[src/rtl/acumulador_monedas_if.sv]
// Bus between the coin accumulator and its environment: coin levers, purchase
// controls and the change-dispenser handshake.
interface acumulador_monedas_if #(
    parameter int NUM_MONEDAS = 3,
    parameter int ANCHO_SALDO = 5
);
    logic [NUM_MONEDAS-1:0] monedas;
    logic [ANCHO_SALDO-1:0] precio;
    logic                   comprar;
    logic                   borrar;
    logic                   cambio_listo;
    logic [ANCHO_SALDO-1:0] saldo;
    logic                   aceptada;
    logic                   rechazada;
    logic                   moneda_rechazada;
    logic                   cambio_valido;
    logic [ANCHO_SALDO-1:0] cambio;
    logic                   ocupado;

    modport master (
        output monedas, precio, comprar, borrar, cambio_listo,
        input  saldo, aceptada, rechazada, moneda_rechazada, cambio_valido, cambio, ocupado
    );

    modport slave (
        input  monedas, precio, comprar, borrar, cambio_listo,
        output saldo, aceptada, rechazada, moneda_rechazada, cambio_valido, cambio, ocupado
    );
endinterface

[src/rtl/acumulador_monedas.sv]
// Coin accumulator for a vending machine: synchronises coin levers, keeps a
// saturating-free balance, sells at a given price and hands out change.
module acumulador_monedas #(
    parameter int NUM_MONEDAS = 3,
    parameter int ANCHO_SALDO = 5,
    parameter int SALDO_MAX   = 12,
    parameter logic [NUM_MONEDAS*ANCHO_SALDO-1:0] VALORES = {5'd10, 5'd5, 5'd1}
) (
    input logic                  clk,
    input logic                  rst_n,
    acumulador_monedas_if.slave  bus
);

    typedef enum logic [1:0] {
        INACTIVO = 2'd0,
        VENTA    = 2'd1,
        DEVOLVER = 2'd2
    } estado_t;

    localparam logic [ANCHO_SALDO:0] MAX_EXT = (ANCHO_SALDO+1)'(SALDO_MAX);

    estado_t                estado_q, estado_d;
    logic [NUM_MONEDAS-1:0] sinc1_q, sinc1_d;
    logic [NUM_MONEDAS-1:0] sinc2_q, sinc2_d;
    logic [NUM_MONEDAS-1:0] previo_q, previo_d;
    logic [ANCHO_SALDO-1:0] saldo_q, saldo_d;
    logic [ANCHO_SALDO-1:0] cambio_q, cambio_d;
    logic [ANCHO_SALDO-1:0] precio_q, precio_d;
    logic                   aceptada_q, aceptada_d;
    logic                   rechazada_q, rechazada_d;
    logic                   moneda_rech_q, moneda_rech_d;
    logic                   cambio_valido_q, cambio_valido_d;
    logic                   ocupado_q, ocupado_d;

    logic [NUM_MONEDAS-1:0] flancos_s;
    logic                   hay_flanco_s;
    logic                   encontrado_s;
    logic                   varios_s;
    logic [ANCHO_SALDO-1:0] valor_s;
    logic [ANCHO_SALDO:0]   suma_s;
    logic [ANCHO_SALDO-1:0] resto_s;

    // State, balance, synchroniser and output registers.
    always_ff @(posedge clk or negedge rst_n) begin
        if (!rst_n) begin
            estado_q        <= INACTIVO;
            sinc1_q         <= '0;
            sinc2_q         <= '0;
            previo_q        <= '0;
            saldo_q         <= '0;
            cambio_q        <= '0;
            precio_q        <= '0;
            aceptada_q      <= 1'b0;
            rechazada_q     <= 1'b0;
            moneda_rech_q   <= 1'b0;
            cambio_valido_q <= 1'b0;
            ocupado_q       <= 1'b0;
        end else begin
            estado_q        <= estado_d;
            sinc1_q         <= sinc1_d;
            sinc2_q         <= sinc2_d;
            previo_q        <= previo_d;
            saldo_q         <= saldo_d;
            cambio_q        <= cambio_d;
            precio_q        <= precio_d;
            aceptada_q      <= aceptada_d;
            rechazada_q     <= rechazada_d;
            moneda_rech_q   <= moneda_rech_d;
            cambio_valido_q <= cambio_valido_d;
            ocupado_q       <= ocupado_d;
        end
    end

    // Coin edge selection, next-state and next-output logic.
    always_comb begin
        sinc1_d         = bus.monedas;
        sinc2_d         = sinc1_q;
        previo_d        = sinc2_q;
        estado_d        = estado_q;
        saldo_d         = saldo_q;
        cambio_d        = cambio_q;
        precio_d        = precio_q;
        aceptada_d      = 1'b0;
        rechazada_d     = 1'b0;
        moneda_rech_d   = 1'b0;

        flancos_s    = sinc2_q & ~previo_q;
        hay_flanco_s = |flancos_s;
        encontrado_s = 1'b0;
        varios_s     = 1'b0;
        valor_s      = '0;
        // Lowest channel wins; any further simultaneous edge is discarded.
        for (int i = 0; i < NUM_MONEDAS; i++) begin
            if (flancos_s[i]) begin
                if (encontrado_s) begin
                    varios_s = 1'b1;
                end else begin
                    valor_s      = VALORES[i*ANCHO_SALDO +: ANCHO_SALDO];
                    encontrado_s = 1'b1;
                end
            end else begin
                varios_s = varios_s;
            end
        end
        suma_s  = {1'b0, saldo_q} + {1'b0, valor_s};
        resto_s = saldo_q - precio_q;

        case (estado_q)
            INACTIVO: begin
                if (bus.borrar && (saldo_q != '0)) begin
                    cambio_d      = saldo_q;
                    estado_d      = DEVOLVER;
                    moneda_rech_d = hay_flanco_s;
                end else if (bus.comprar) begin
                    moneda_rech_d = hay_flanco_s;
                    if (saldo_q >= bus.precio) begin
                        precio_d = bus.precio;
                        estado_d = VENTA;
                    end else begin
                        rechazada_d = 1'b1;
                    end
                end else if (hay_flanco_s) begin
                    if (suma_s <= MAX_EXT) begin
                        saldo_d       = suma_s[ANCHO_SALDO-1:0];
                        moneda_rech_d = varios_s;
                    end else begin
                        moneda_rech_d = 1'b1;
                    end
                end else begin
                    estado_d = INACTIVO;
                end
            end
            VENTA: begin
                saldo_d       = resto_s;
                aceptada_d    = 1'b1;
                moneda_rech_d = hay_flanco_s;
                if (resto_s != '0) begin
                    cambio_d = resto_s;
                    estado_d = DEVOLVER;
                end else begin
                    estado_d = INACTIVO;
                end
            end
            DEVOLVER: begin
                moneda_rech_d = hay_flanco_s;
                if (bus.cambio_listo) begin
                    saldo_d  = '0;
                    cambio_d = '0;
                    estado_d = INACTIVO;
                end else begin
                    estado_d = DEVOLVER;
                end
            end
            default: begin
                saldo_d  = '0;
                cambio_d = '0;
                estado_d = INACTIVO;
            end
        endcase

        ocupado_d       = (estado_d != INACTIVO);
        cambio_valido_d = (estado_d == DEVOLVER);
    end

    assign bus.saldo            = saldo_q;
    assign bus.cambio           = cambio_q;
    assign bus.aceptada         = aceptada_q;
    assign bus.rechazada        = rechazada_q;
    assign bus.moneda_rechazada = moneda_rech_q;
    assign bus.cambio_valido    = cambio_valido_q;
    assign bus.ocupado          = ocupado_q;

endmodule

[src/flat_wrapper.sv]
// flat-port wrapper written by rule: the top's interface ports become plain ports
module acumulador_monedas_flat 
#(
    parameter int NUM_MONEDAS = 3,
    parameter int ANCHO_SALDO = 5,
    parameter int SALDO_MAX   = 12,
    parameter logic [NUM_MONEDAS*ANCHO_SALDO-1:0] VALORES = {5'd10, 5'd5, 5'd1}
)
  (clk, rst_n, bus_monedas, bus_precio, bus_comprar, bus_borrar, bus_cambio_listo, bus_saldo, bus_aceptada, bus_rechazada, bus_moneda_rechazada, bus_cambio_valido, bus_cambio, bus_ocupado);
  acumulador_monedas_if #(.NUM_MONEDAS(NUM_MONEDAS), .ANCHO_SALDO(ANCHO_SALDO)) bus_i ();
  input logic clk;
  input logic rst_n;
  input wire logic [$bits(bus_i.monedas)-1:0] bus_monedas;
  input wire logic [$bits(bus_i.precio)-1:0] bus_precio;
  input wire logic [$bits(bus_i.comprar)-1:0] bus_comprar;
  input wire logic [$bits(bus_i.borrar)-1:0] bus_borrar;
  input wire logic [$bits(bus_i.cambio_listo)-1:0] bus_cambio_listo;
  output wire logic [$bits(bus_i.saldo)-1:0] bus_saldo;
  output wire logic [$bits(bus_i.aceptada)-1:0] bus_aceptada;
  output wire logic [$bits(bus_i.rechazada)-1:0] bus_rechazada;
  output wire logic [$bits(bus_i.moneda_rechazada)-1:0] bus_moneda_rechazada;
  output wire logic [$bits(bus_i.cambio_valido)-1:0] bus_cambio_valido;
  output wire logic [$bits(bus_i.cambio)-1:0] bus_cambio;
  output wire logic [$bits(bus_i.ocupado)-1:0] bus_ocupado;
  assign bus_i.monedas = bus_monedas;
  assign bus_i.precio = bus_precio;
  assign bus_i.comprar = bus_comprar;
  assign bus_i.borrar = bus_borrar;
  assign bus_i.cambio_listo = bus_cambio_listo;
  assign bus_saldo = bus_i.saldo;
  assign bus_aceptada = bus_i.aceptada;
  assign bus_rechazada = bus_i.rechazada;
  assign bus_moneda_rechazada = bus_i.moneda_rechazada;
  assign bus_cambio_valido = bus_i.cambio_valido;
  assign bus_cambio = bus_i.cambio;
  assign bus_ocupado = bus_i.ocupado;
  acumulador_monedas #(.NUM_MONEDAS(NUM_MONEDAS), .ANCHO_SALDO(ANCHO_SALDO), .SALDO_MAX(SALDO_MAX), .VALORES(VALORES)) u_core (.clk(clk), .rst_n(rst_n), .bus(bus_i));
endmodule
[config.mk]
export PLATFORM = sky130hd
export DESIGN_NAME = acumulador_monedas_flat
export DESIGN_NICKNAME = d
export VERILOG_FILES = /design/src/rtl/acumulador_monedas_if.sv /design/src/rtl/acumulador_monedas.sv /design/src/flat_wrapper.sv
export SDC_FILE = /design/constraint.sdc
export NUM_CORES = 1
export LEC_CHECK = 0
export ABC_AREA = 0
export CORE_AREA = 2 2 82 84
export CTS_CLUSTER_SIZE = 10
export DETAILED_ROUTE_END_ITERATION = 8
export DIE_AREA = 0 0 84 86
export PLACE_DENSITY = 0.51
export SYNTH_ARGS = -nofsm -noshare
export SYNTH_HDL_FRONTEND = slang
export SYNTH_SLANG_ARGS = --single-unit
[constraint.sdc]
create_clock -name clk -period 4.2 [get_ports clk]
set_input_delay 0.63 -clock clk [delete_from_list [all_inputs] [get_ports clk]]
set_output_delay 0.63 -clock clk [all_outputs]
set_load 0.05 [all_outputs]
Word level (Yosys, flattened, before mapping)
Index checks and enable logic that the tools add are counted.
Widths: inputs -> output; s select.
{"block": "word_totals", "regBits": 31}
{"block": "classes", "n_reduce_logical": 10, "n_mux": 37, "addsub": 2, "n_eq_ne": 10, "order_cmp": 2, "bitwise_logic": 3}
{"op": "$mux 5", "count": 10}
{"op": "$pmux 5 s3", "count": 2}
{"op": "$mux 1", "count": 16}
{"op": "$mux 2", "count": 6}
{"op": "$reduce_bool 5->1", "count": 2}
{"op": "$ne 2x1->1 const B", "count": 4}
{"op": "$add 5x5->6", "count": 1}
{"op": "$le 6x4->1 const B", "count": 1}
{"op": "$ne 2x2->1 const B", "count": 3}
{"op": "$pmux 2 s3", "count": 1}
{"op": "$ge 5x5->1", "count": 1}
{"op": "$reduce_and 5->1", "count": 1}
{"op": "$sub 5x5->5", "count": 1}
{"op": "$eq 2x2->1 const B", "count": 2}
{"op": "$reduce_and 4->1", "count": 1}
{"op": "$and 3x3->3", "count": 1}
{"op": "$mux 3", "count": 1}
{"op": "$not 3->3", "count": 1}
{"op": "$reduce_and 3->1", "count": 1}
{"op": "$reduce_or 3->1", "count": 1}
{"op": "$eq 2x1->1 const B", "count": 1}
{"op": "$logic_not 2->1", "count": 1}
{"op": "$pmux 1 s2", "count": 1}
{"op": "$reduce_bool 2->1", "count": 1}
{"op": "other kinds (3)", "count": 3}

Logic depth before layout (Yosys ltp)
Gate-level depths: netlist of the first run.
{"block": "depth", "ltp_word": 14, "ltp_mapped": 11}

Worst setup path before layout of the first run
No wires, ideal clock.
{"block": "synth_timing", "kind": "register to register", "start": "register u_core.saldo_q[0], in the netlist u_core.bus.saldo[0]", "end": "register u_core.cambio_q[0], in the netlist u_core.bus.cambio[0]", "slack_ps": 1386, "setup_ps": 125, "period_less_slack_ps": 2814, "required_ps": 4075, "stages_incl_launch_ff": 11, "t_arrival_ps": 2690, "cell_sequence": "dfrtp_1 -> inv_1 -> ha_1 -> inv_1 -> fa_1 -> a21o_1 -> a21oi_1 -> xnor2_1 -> nor4_1 -> a221o_1 -> mux2_2"}
{"block": "synth_between", "elab_chain_cells": 4, "word_cells_on_any_way": 10}
{"element": "from (decl)", "line": "acumulador_monedas.sv:26", "source": "logic [ANCHO_SALDO-1:0] saldo_q, saldo_d;"}
{"element": "from (signal assigned)", "line": "acumulador_monedas.sv:63", "source": "saldo_q <= saldo_d;"}
{"element": "$sub 5x5->5 / $reduce_bool 5->1 (equally long branches)", "line": "acumulador_monedas.sv:106, acumulador_monedas.sv:110"}
{"element": "$reduce_bool 5->1 / $logic_and 1x1->1 (equally long branches)", "line": "acumulador_monedas.sv:137, acumulador_monedas.sv:110"}
{"element": "$ne 2x1->1 (no line)"}
{"element": "$reduce_and 3->1 (no line)"}
{"element": "to (signal assigned)", "line": "acumulador_monedas.sv:64", "source": "cambio_q <= cambio_d;"}
{"element": "to (decl)", "line": "acumulador_monedas.sv:27", "source": "logic [ANCHO_SALDO-1:0] cambio_q, cambio_d;"}
Parallel ways exist; a longest one is shown, timed or not. The select of a mux whose other input is x is not followed.
A chain may end at the register's enable or synchronous reset.

Worst setup path in the final report of the first run
{"block": "layout_timing", "start": "register u_core.previo_q[2]", "end": "register u_core.saldo_q[0], in the netlist u_core.bus.saldo[0]"}
{"block": "layout_between", "elab_chain_cells": 9, "word_cells_on_any_way": 14}
{"element": "from (decl)", "line": "acumulador_monedas.sv:25", "source": "logic [NUM_MONEDAS-1:0] previo_q, previo_d;"}
{"element": "from (signal assigned)", "line": "acumulador_monedas.sv:62", "source": "previo_q <= previo_d;"}
{"element": "$not 3->3 (*)", "line": "acumulador_monedas.sv:87", "source": "flancos_s = sinc2_q & ~previo_q;"}
{"element": "$and 3x3->3 (*)", "line": "acumulador_monedas.sv:87"}
{"element": "parallel branches: the longest is 7 deep, another holds $add 5x5->6"}
Every way passes the cells marked *. The select of a mux whose other input is x is not followed.

==> results.md, run 1 <==
- Outcome: finished clean
- Worst-margin pin slew: 0.5916 ns
- Busiest grt layer: met2
- Via count: 1,422
- Fillers: 647
- Initial core utilization: 0.2982
- Worst Hold Class: reg -> reg
- Crit start category: register
- Number of buffers created by CTS: 5
- Buf/Inv on CP: 0
- Hold-fix buffers, CTS: 0
- Sw Share: 0.4541
- Commonest non-fill, non-tap cells in the layout: dfrtp_1, clkdlybuf4s50_1, nand2_1
- Drt wl/cell: 14.30 um
- Clk_skew: 0.005348 ns
- Crit path max fanout: 7
- PwrDens: 728.1 nW/um2
- Chip Height: 86 um
- Reg2reg path depth: 11
- Crit path max-delay family: compound AO/OA/AOI/OAI gates
- Fraction of layout cells with a size suffix above 1: 0.1215
- Reg-to-Reg Start: u_core.previo_q[2]$_DFF_PN0_
- Ys Warns: 0
- WP depth: 11
- Fraction of registers with async set/reset: 1.000
- Main flop type after synthesis: dfrtp_1
- Synth Register Bits: 31
- XOR/XNOR Fraction of Synth Area: 0.03275
- Synth Area in Simple Gates: 0.1638
- Largest net degree at the start of global routing: 32
- Hold path cells: 0
- Register area share after synthesis: 0.4144
- Total GRT Usage: 0.1246
- Met1 GRT Util: 0.1681
- Worst-path clk slew: 0.07 ns
- Max Buffers Root-to-Sink: 2
- Synth Cell Area: 1872 um2
- Unrepaired setup endpoints after global routing: no
- First-pass GRT wire length: 7065 um
- Met3 GRT Util: 0.02791
- Final HPWL DP: 3089 um
- CP Data Arrival Time: 3.07 ns
- Hold_ws: 0.3501 ns
- Yosys cell types: 44
- Post-Syn Nets: 212
- Later-pin clock latency in the skew report: 0.28 ns
- IO Port Bufs: 27
- Detail Route Antenna Nets: 0
- Crit-path max cell delay: 0.40 ns
- Avg Cell Area, Syn: 10.28 um2
- WP data required: 4.36 ns
- Cell count after synthesis: 182
- Largest family of logic cells by synthesized area: simple AND/OR/NAND/NOR gates
- Number of flops mapped to enable cells by yosys: 0
- Met2 Resource Use GR: 0.1978
- Die Wd: 84 um
- DR vias/cell: 4.887
- Final min period: 2.909 ns
- Max Freq: 343.7 MHz
- CP Cell Sequence: nor2b_4 -> nand3_1 -> xnor2_1 -> ha_1 -> o21a_1 -> o2111ai_1 -> a22oi_1 -> o22ai_1 -> o211ai_4 -> or2_4 -> a311o_1
- Gate power share: 0.568
- Synth Area in Compound Gates: 0.1551
- Slew Viols, Final: 0
- Num rows: 29
- Drt total wl: 4160 um
- Setup crit end kind: register
- Postcts setup bufs: 0
- Final hold violation count: 0
- Critical path's slowest cell: dfrtp_1
- Peak supply drop: 356.2 uV
- Final setup vio count: 0
- GPL Wtd Cong: 0.7666
- Vias in the first global route: 1,417
- Root buffer cell: clkbuf_8
- Leakage: 1.077 nW
- P_int: 0.9245 mW
- Diodes inserted: 0
- Pre-antenna DRT Iters: 4
- Crit path from: u_core.previo_q[2]$_DFF_PN0_
- Post-CTS resize count: 0
- Drc violations: 0
- CTS tree: yes
- Reg power frac: 0.277
- Nets: 243
- Core Area: 6277 um2
- Max_slew headroom: 0.6056
- Die footprint: 7224 um2
- Psw: 0.7690 mW
- Setup CP Type: reg -> reg
- Hold Crit Start: u_core.sinc1_q[2]$_DFF_PN0_
- Clock network fraction of total power: 0.155
- Post-Synth Adder-Cell Area: 0.1176
- Initial DRC Count: 63
- Post-synthesis mux area share: 0.07553
- Max-cap violation count: 0
- I/O pins: 28
- Global route total overflow: 0
- Commonest non-fill, non-tap cell in the layout: dfrtp_1
- Period Utilization, post-route: 0.6927
- H-tree levels: 2
- Layout area overhead: 24.26%
- Antenna violations before repair: 0
- TNS Setup: 0 ns
- CTS Sinks: 31
path summary, 6_finish.rpt:
path	endpoint	slack, ns
setup / recovery	u_core.bus.saldo[0]$_DFFE_PN0P_	1.29
hold / removal	u_core.previo_d[2]$_DFF_PN0_	0.35
setup reg to reg	u_core.bus.saldo[0]$_DFFE_PN0P_	1.29
hold reg to reg	u_core.previo_d[2]$_DFF_PN0_	0.35
max in group asynchronous	u_core.bus.saldo[3]$_DFFE_PN0P_	3.16
min in group asynchronous	u_core.bus.ocupado$_DFF_PN0_	0.74
layer usage:
metal | wire (um) | part of all wire
met4 | 46 | 0.011
met1 | 1999 | 0.48
met2 | 1984 | 0.48
met3 | 129 | 0.031
met5 | 0 | 0
per-stage QoR:
step                power, mW  worst slack [ns]  cells  utilization  area [um2]
floorplan               1.183             1.386    182            -        1872
global placement        1.451             1.236    283       0.3540        2222
detailed placement      1.447             1.233    283       0.3540        2222
CTS                     1.721             1.317    291       0.3705        2326
global route            1.834             1.095    291       0.3705        2326
finish                  1.694             1.291    291       0.3705        2326
final cells by class:
cell class,count,area (um2),area share
Multi-Input combinational cell,133,1020,0.4384
Sequential cell,31,775.7,0.3335
Timing Repair Buffer,28,277.8,0.1194
Clock buffer,7,96.34,0.04142
Tap cell,77,96.34,0.04142
Inverter,14,52.55,0.02259
Clock inverter,1,7.507,0.003228
sequential cells by signal, indices dropped and copies added (netlist names), 2 cells and up:
register,count
u_core.bus.saldo,5
u_core.precio_q,5
u_core.bus.cambio,5
u_core.previo_q,3
u_core.sinc1_q,3
u_core.estado_q,2
u_core.previo_d,3
power groups by stage:
stage | Clock [mW] | Combinational [mW] | Sequential (mW)
3_5_place_dp | 0 | 0.969 | 0.477
6_report | 0.263 | 0.962 | 0.469
5_1_grt | 0.289 | 1.06 | 0.485
3_3_place_gp | 0 | 0.973 | 0.478
2_1_floorplan | 0 | 0.541 | 0.642
4_1_cts | 0.274 | 0.975 | 0.472
kinds of logic (layout without fill, tap and decap cells):
family | Yosys count | after routing
buffers and inverters | 18 | 50
and+or+nand+nor | 57 | 57
DFF | 31 | 31
muxes | 13 | 13
xor gates and xnor gates | 7 | 7
adders and majority gates | 17 | 17
AOI/OAI and AO/OA | 39 | 39
cell usage after synthesis, drive strengths merged (2+ instances only):
library cell | number | area share
nand4 | 2 | 0.0067
mux2 | 9 | 0.054
nor3 | 3 | 0.0080
nand2 | 18 | 0.036
a21o | 7 | 0.028
o21ai | 6 | 0.016
inv | 14 | 0.028
a311o | 2 | 0.011
o21a | 2 | 0.0080
mux2i | 4 | 0.021
xnor2 | 6 | 0.028
nor2 | 9 | 0.023
clkbuf | 3 | 0.0067
dfrtp | 31 | 0.41
nand2b | 9 | 0.030
a21oi | 6 | 0.016
nor4 | 2 | 0.0067
o221ai | 2 | 0.0094
or2 | 4 | 0.015
and2 | 2 | 0.0067
nand3 | 3 | 0.0080
a211oi | 4 | 0.016
ha | 16 | 0.11
nor2b | 4 | 0.017
worst register-to-register path, cell delays in order (launching register included):
cell       delay, ns
dfrtp_1         0.40
nor2b_4         0.18
nand3_1         0.21
xnor2_1         0.19
ha_1            0.26
o21a_1          0.20
o2111ai_1       0.18
a22oi_1         0.11
o22ai_1         0.26
o211ai_4        0.16
or2_4           0.30
a311o_1         0.33
Power figures use the tool's default switching activity.
==> inputs of run 2 (changes only) <==
--- a/config.mk
+++ b/config.mk
@@ -10,7 +10,7 @@
 export CTS_CLUSTER_SIZE = 10
 export DETAILED_ROUTE_END_ITERATION = 8
 export DIE_AREA = 0 0 84 86
-export PLACE_DENSITY = 0.51
+export PLACE_DENSITY = 0.53
 export SYNTH_ARGS = -nofsm -noshare
 export SYNTH_HDL_FRONTEND = slang
 export SYNTH_SLANG_ARGS = --single-unit
==> constraint.sdc (replaced) <==
create_clock -name clk -period 2.44 [get_ports clk]
set_input_delay 0.366 -clock clk [delete_from_list [all_inputs] [get_ports clk]]
set_output_delay 0.366 -clock clk [all_outputs]
set_load 0.05 [all_outputs]
==> results.md, run 2 (synthesis gave the netlist of run 1 again) <==
- H-tree levels: 2 (unchanged)
- IO Port Bufs: 27 (unchanged)
- Commonest non-fill, non-tap cell in the layout: buf_4 (was dfrtp_1)
- Global route total overflow: 0 (unchanged)
- Final setup vio count: 9 (was 0)
- Hold Crit Start: u_core.sinc1_q[1]$_DFF_PN0_ (was u_core.sinc1_q[2]$_DFF_PN0_)
- Peak supply drop: 669.1 uV (was 356.2 uV)
- Crit start category: register (unchanged)
- Reg2reg path depth: 11 (unchanged)
- Chip Height: 86 um (unchanged)
- WP depth: 11 (unchanged)
- Worst-margin pin slew: 0.5679 ns (was 0.5916 ns)
- Pre-antenna DRT Iters: 4 (unchanged)
- Failing checks: setup timing
- Worst Hold Class: reg -> reg (unchanged)
- Fillers: 605 (was 647)
- WHS Endpoint: u_core.previo_d[1]$_DFF_PN0_ (was u_core.previo_d[2]$_DFF_PN0_)
- Max_slew headroom: 0.6214 (was 0.6056)
- DR vias/cell: 4.784 (was 4.887)
- I/O pins: 28 (unchanged)
- Layout Cells excl Fill: 324 (was 291)
- Post-DP Area: 2451 um2 (was 2222 um2)
- Via count: 1,550 (was 1,422)
- Setup CP Type: reg -> reg (unchanged)
- Reg-to-Reg Start: u_core.previo_q[2]$_DFF_PN0_ (unchanged)
- Met1 GRT Util: 0.1920 (was 0.1681)
- Later-pin clock latency in the skew report: 0.28 ns (about the same)
- Period Utilization, post-route: 1.017 (was 0.6927)
- TNS Setup: -0.1972 ns (was 0 ns)
- Nets: 276 (was 243)
- R2r endpoint: u_core.bus.saldo[0]$_DFFE_PN0P_ (unchanged)
- GPL Wtd Cong: 0.8524 (was 0.7666)
- Initial DRC Count: 84 (was 63)
- Setup crit end kind: register (unchanged)
- Crit-path max cell delay: 0.39 ns (was 0.40 ns)
- Setup ws final: -0.04252 ns (was 1.291 ns)
- CP Cell Sequence: nor2b_4 -> nand3_4 -> xnor2_2 -> ha_2 -> o21a_1 -> o2111ai_2 -> a22oi_2 -> o22ai_4 -> o211ai_4 -> or2_4 -> a311o_1 (was nor2b_4 -> nand3_1 -> xnor2_1 -> ha_1 -> o21a_1 -> o2111ai_1 -> a22oi_1 -> o22ai_1 -> o211ai_4 -> or2_4 -> a311o_1)
- Crit path from: u_core.previo_q[2]$_DFF_PN0_ (unchanged)
- Number of buffers created by CTS: 5 (unchanged)
- Total GRT Usage: 0.1414 (was 0.1246)
- Max-cap violation count: 0 (unchanged)
- Fraction of layout cells with a size suffix above 1: 0.3725 (was 0.1215)
- CTS tree: yes (unchanged)
- Diodes inserted: 0 (unchanged)
- PwrDens: 1250 nW/um2 (was 728.1 nW/um2)
- Met2 Resource Use GR: 0.2218 (was 0.1978)
- Crit path max-delay family: compound AO/OA/AOI/OAI gates (unchanged)
- Final min period: 2.483 ns (was 2.909 ns)
- First-pass GRT wire length: 7976 um (was 7065 um)
- Met3 GRT Util: 0.02406 (was 0.02791)
- Clk_skew: 0.005140 ns (was 0.005348 ns)
- Leakage: 1.302 nW (was 1.077 nW)
- Drc violations: 0 (unchanged)
- Drt total wl: 4723 um (was 4160 um)
- Vias in the first global route: 1,638 (was 1,417)
- Buf/Inv on CP: 0 (unchanged)
- Critical path's slowest cell: dfrtp_1 (unchanged)
- Final HPWL DP: 3418 um (was 3089 um)
- Max Buffers Root-to-Sink: 2 (unchanged)
- Busiest grt layer: met2 (unchanged)
- Core Area: 6277 um2 (unchanged)
- Root buffer cell: clkbuf_8 (unchanged)
- Antenna violations before repair: 0 (unchanged)
- Overall Power: 3.534 mW (was 1.694 mW)
- Initial core utilization: 0.2982 (unchanged)
- Die footprint: 7224 um2 (unchanged)
- Drt wl/cell: 14.58 um (was 14.30 um)
- Die Wd: 84 um (unchanged)
- Largest net degree at the start of global routing: 32 (unchanged)
- Worst-path clk slew: 0.07 ns (about the same)
- Cell area after layout: 2826 um2 (was 2326 um2)
- Setup slack, reg-to-reg: -0.04 ns (was 1.29 ns)
- Num rows: 29 (unchanged)
- Crit path max fanout: 5 (was 7)
- CP Data Arrival Time: 2.64 ns (was 3.07 ns)
- CTS Sinks: 31 (unchanged)
- Outcome: finished with violations (was finished clean)
- Final hold violation count: 0 (unchanged)
- Max Freq: 402.8 MHz (was 343.7 MHz)
- Slew Viols, Final: 0 (unchanged)
- Layout area overhead: 51.00% (was 24.26%)
- WP data required: 2.60 ns (was 4.36 ns)
- Hold path cells: 0 (unchanged)
- Final core occ: 0.4503 (was 0.3705)
- Detail Route Antenna Nets: 0 (unchanged)
- Unrepaired setup endpoints after global routing: yes (was no)
- Placed insts: 307 (was 283)
- Commonest non-fill, non-tap cells in the layout: buf_4, dfrtp_1, clkdlybuf4s50_1 (was dfrtp_1, clkdlybuf4s50_1, nand2_1)
-- run 2: changes by cell type in the layout (fill, tap and decap cells not counted), sizes merged --
cell / before / now
buf: 1 / 34
bufinv: 0 / 1
clkbuf: 7 / 6
clkinv: 0 / 1
clkinvlp: 1 / 0
-- run 2: worst max path at each step --
stage                                            end  slack (ns)
global route         u_core.bus.saldo[0]$_DFFE_PN0P_       -0.18
detailed placement  u_core.bus.cambio[1]$_DFFE_PN0P_       -0.29
global placement    u_core.bus.cambio[1]$_DFFE_PN0P_       -0.23
finish               u_core.bus.saldo[0]$_DFFE_PN0P_       -0.04
floorplan           u_core.bus.cambio[0]$_DFFE_PN0P_       -0.12
CTS                 u_core.bus.cambio[1]$_DFFE_PN0P_       -0.10
-- run 2: power by group --
group	leakage, nW	switching (mW)	total, mW	internal [mW]
registers	0.383	0.126	0.796	0.670
clock network	0.0612	0.198	0.528	0.330
logic	0.858	1.18	2.21	1.03
-- run 2: routing by layer --
layer / share of wire / vias up
met4: 0.016 / 0
met1: 0.50 / 740
li1: - / 778
met2: 0.46 / 26
met5: 0 / -
met3: 0.026 / 6
-- run 2: what timing repair did --
item                       4_1_cts  5_1_grt
setup endpoints to repair       13       18
hold endpoints to repair         0        0
buffers inserted                 8        2
hold buffers                     0        0
pin swaps                       11       12
resized for setup               24       15
gates cloned                     0        0
-- run 2: cell type report --
type                       instances  area (um2)  share of cell area
clock buffer                       6       82.58             0.02922
clock inverter                     2       35.03             0.01239
inverter                          14       52.55             0.01859
multi-input combinational        133        1255              0.4440
sequential                        31       779.5              0.2758
tap                               77       96.34             0.03409
timing repair buffer              61       525.5              0.1859
-- run 2: metrics by stage --
stage / hold WS (ns) / setup WS [ns]
floorplan: 0.07041 / -0.1170
finish: 0.3536 / -0.04252
CTS: 0.3564 / -0.1001
detailed placement: 0.3405 / -0.2876
global route: 0.3707 / -0.1820
global placement: 0.3365 / -0.2266
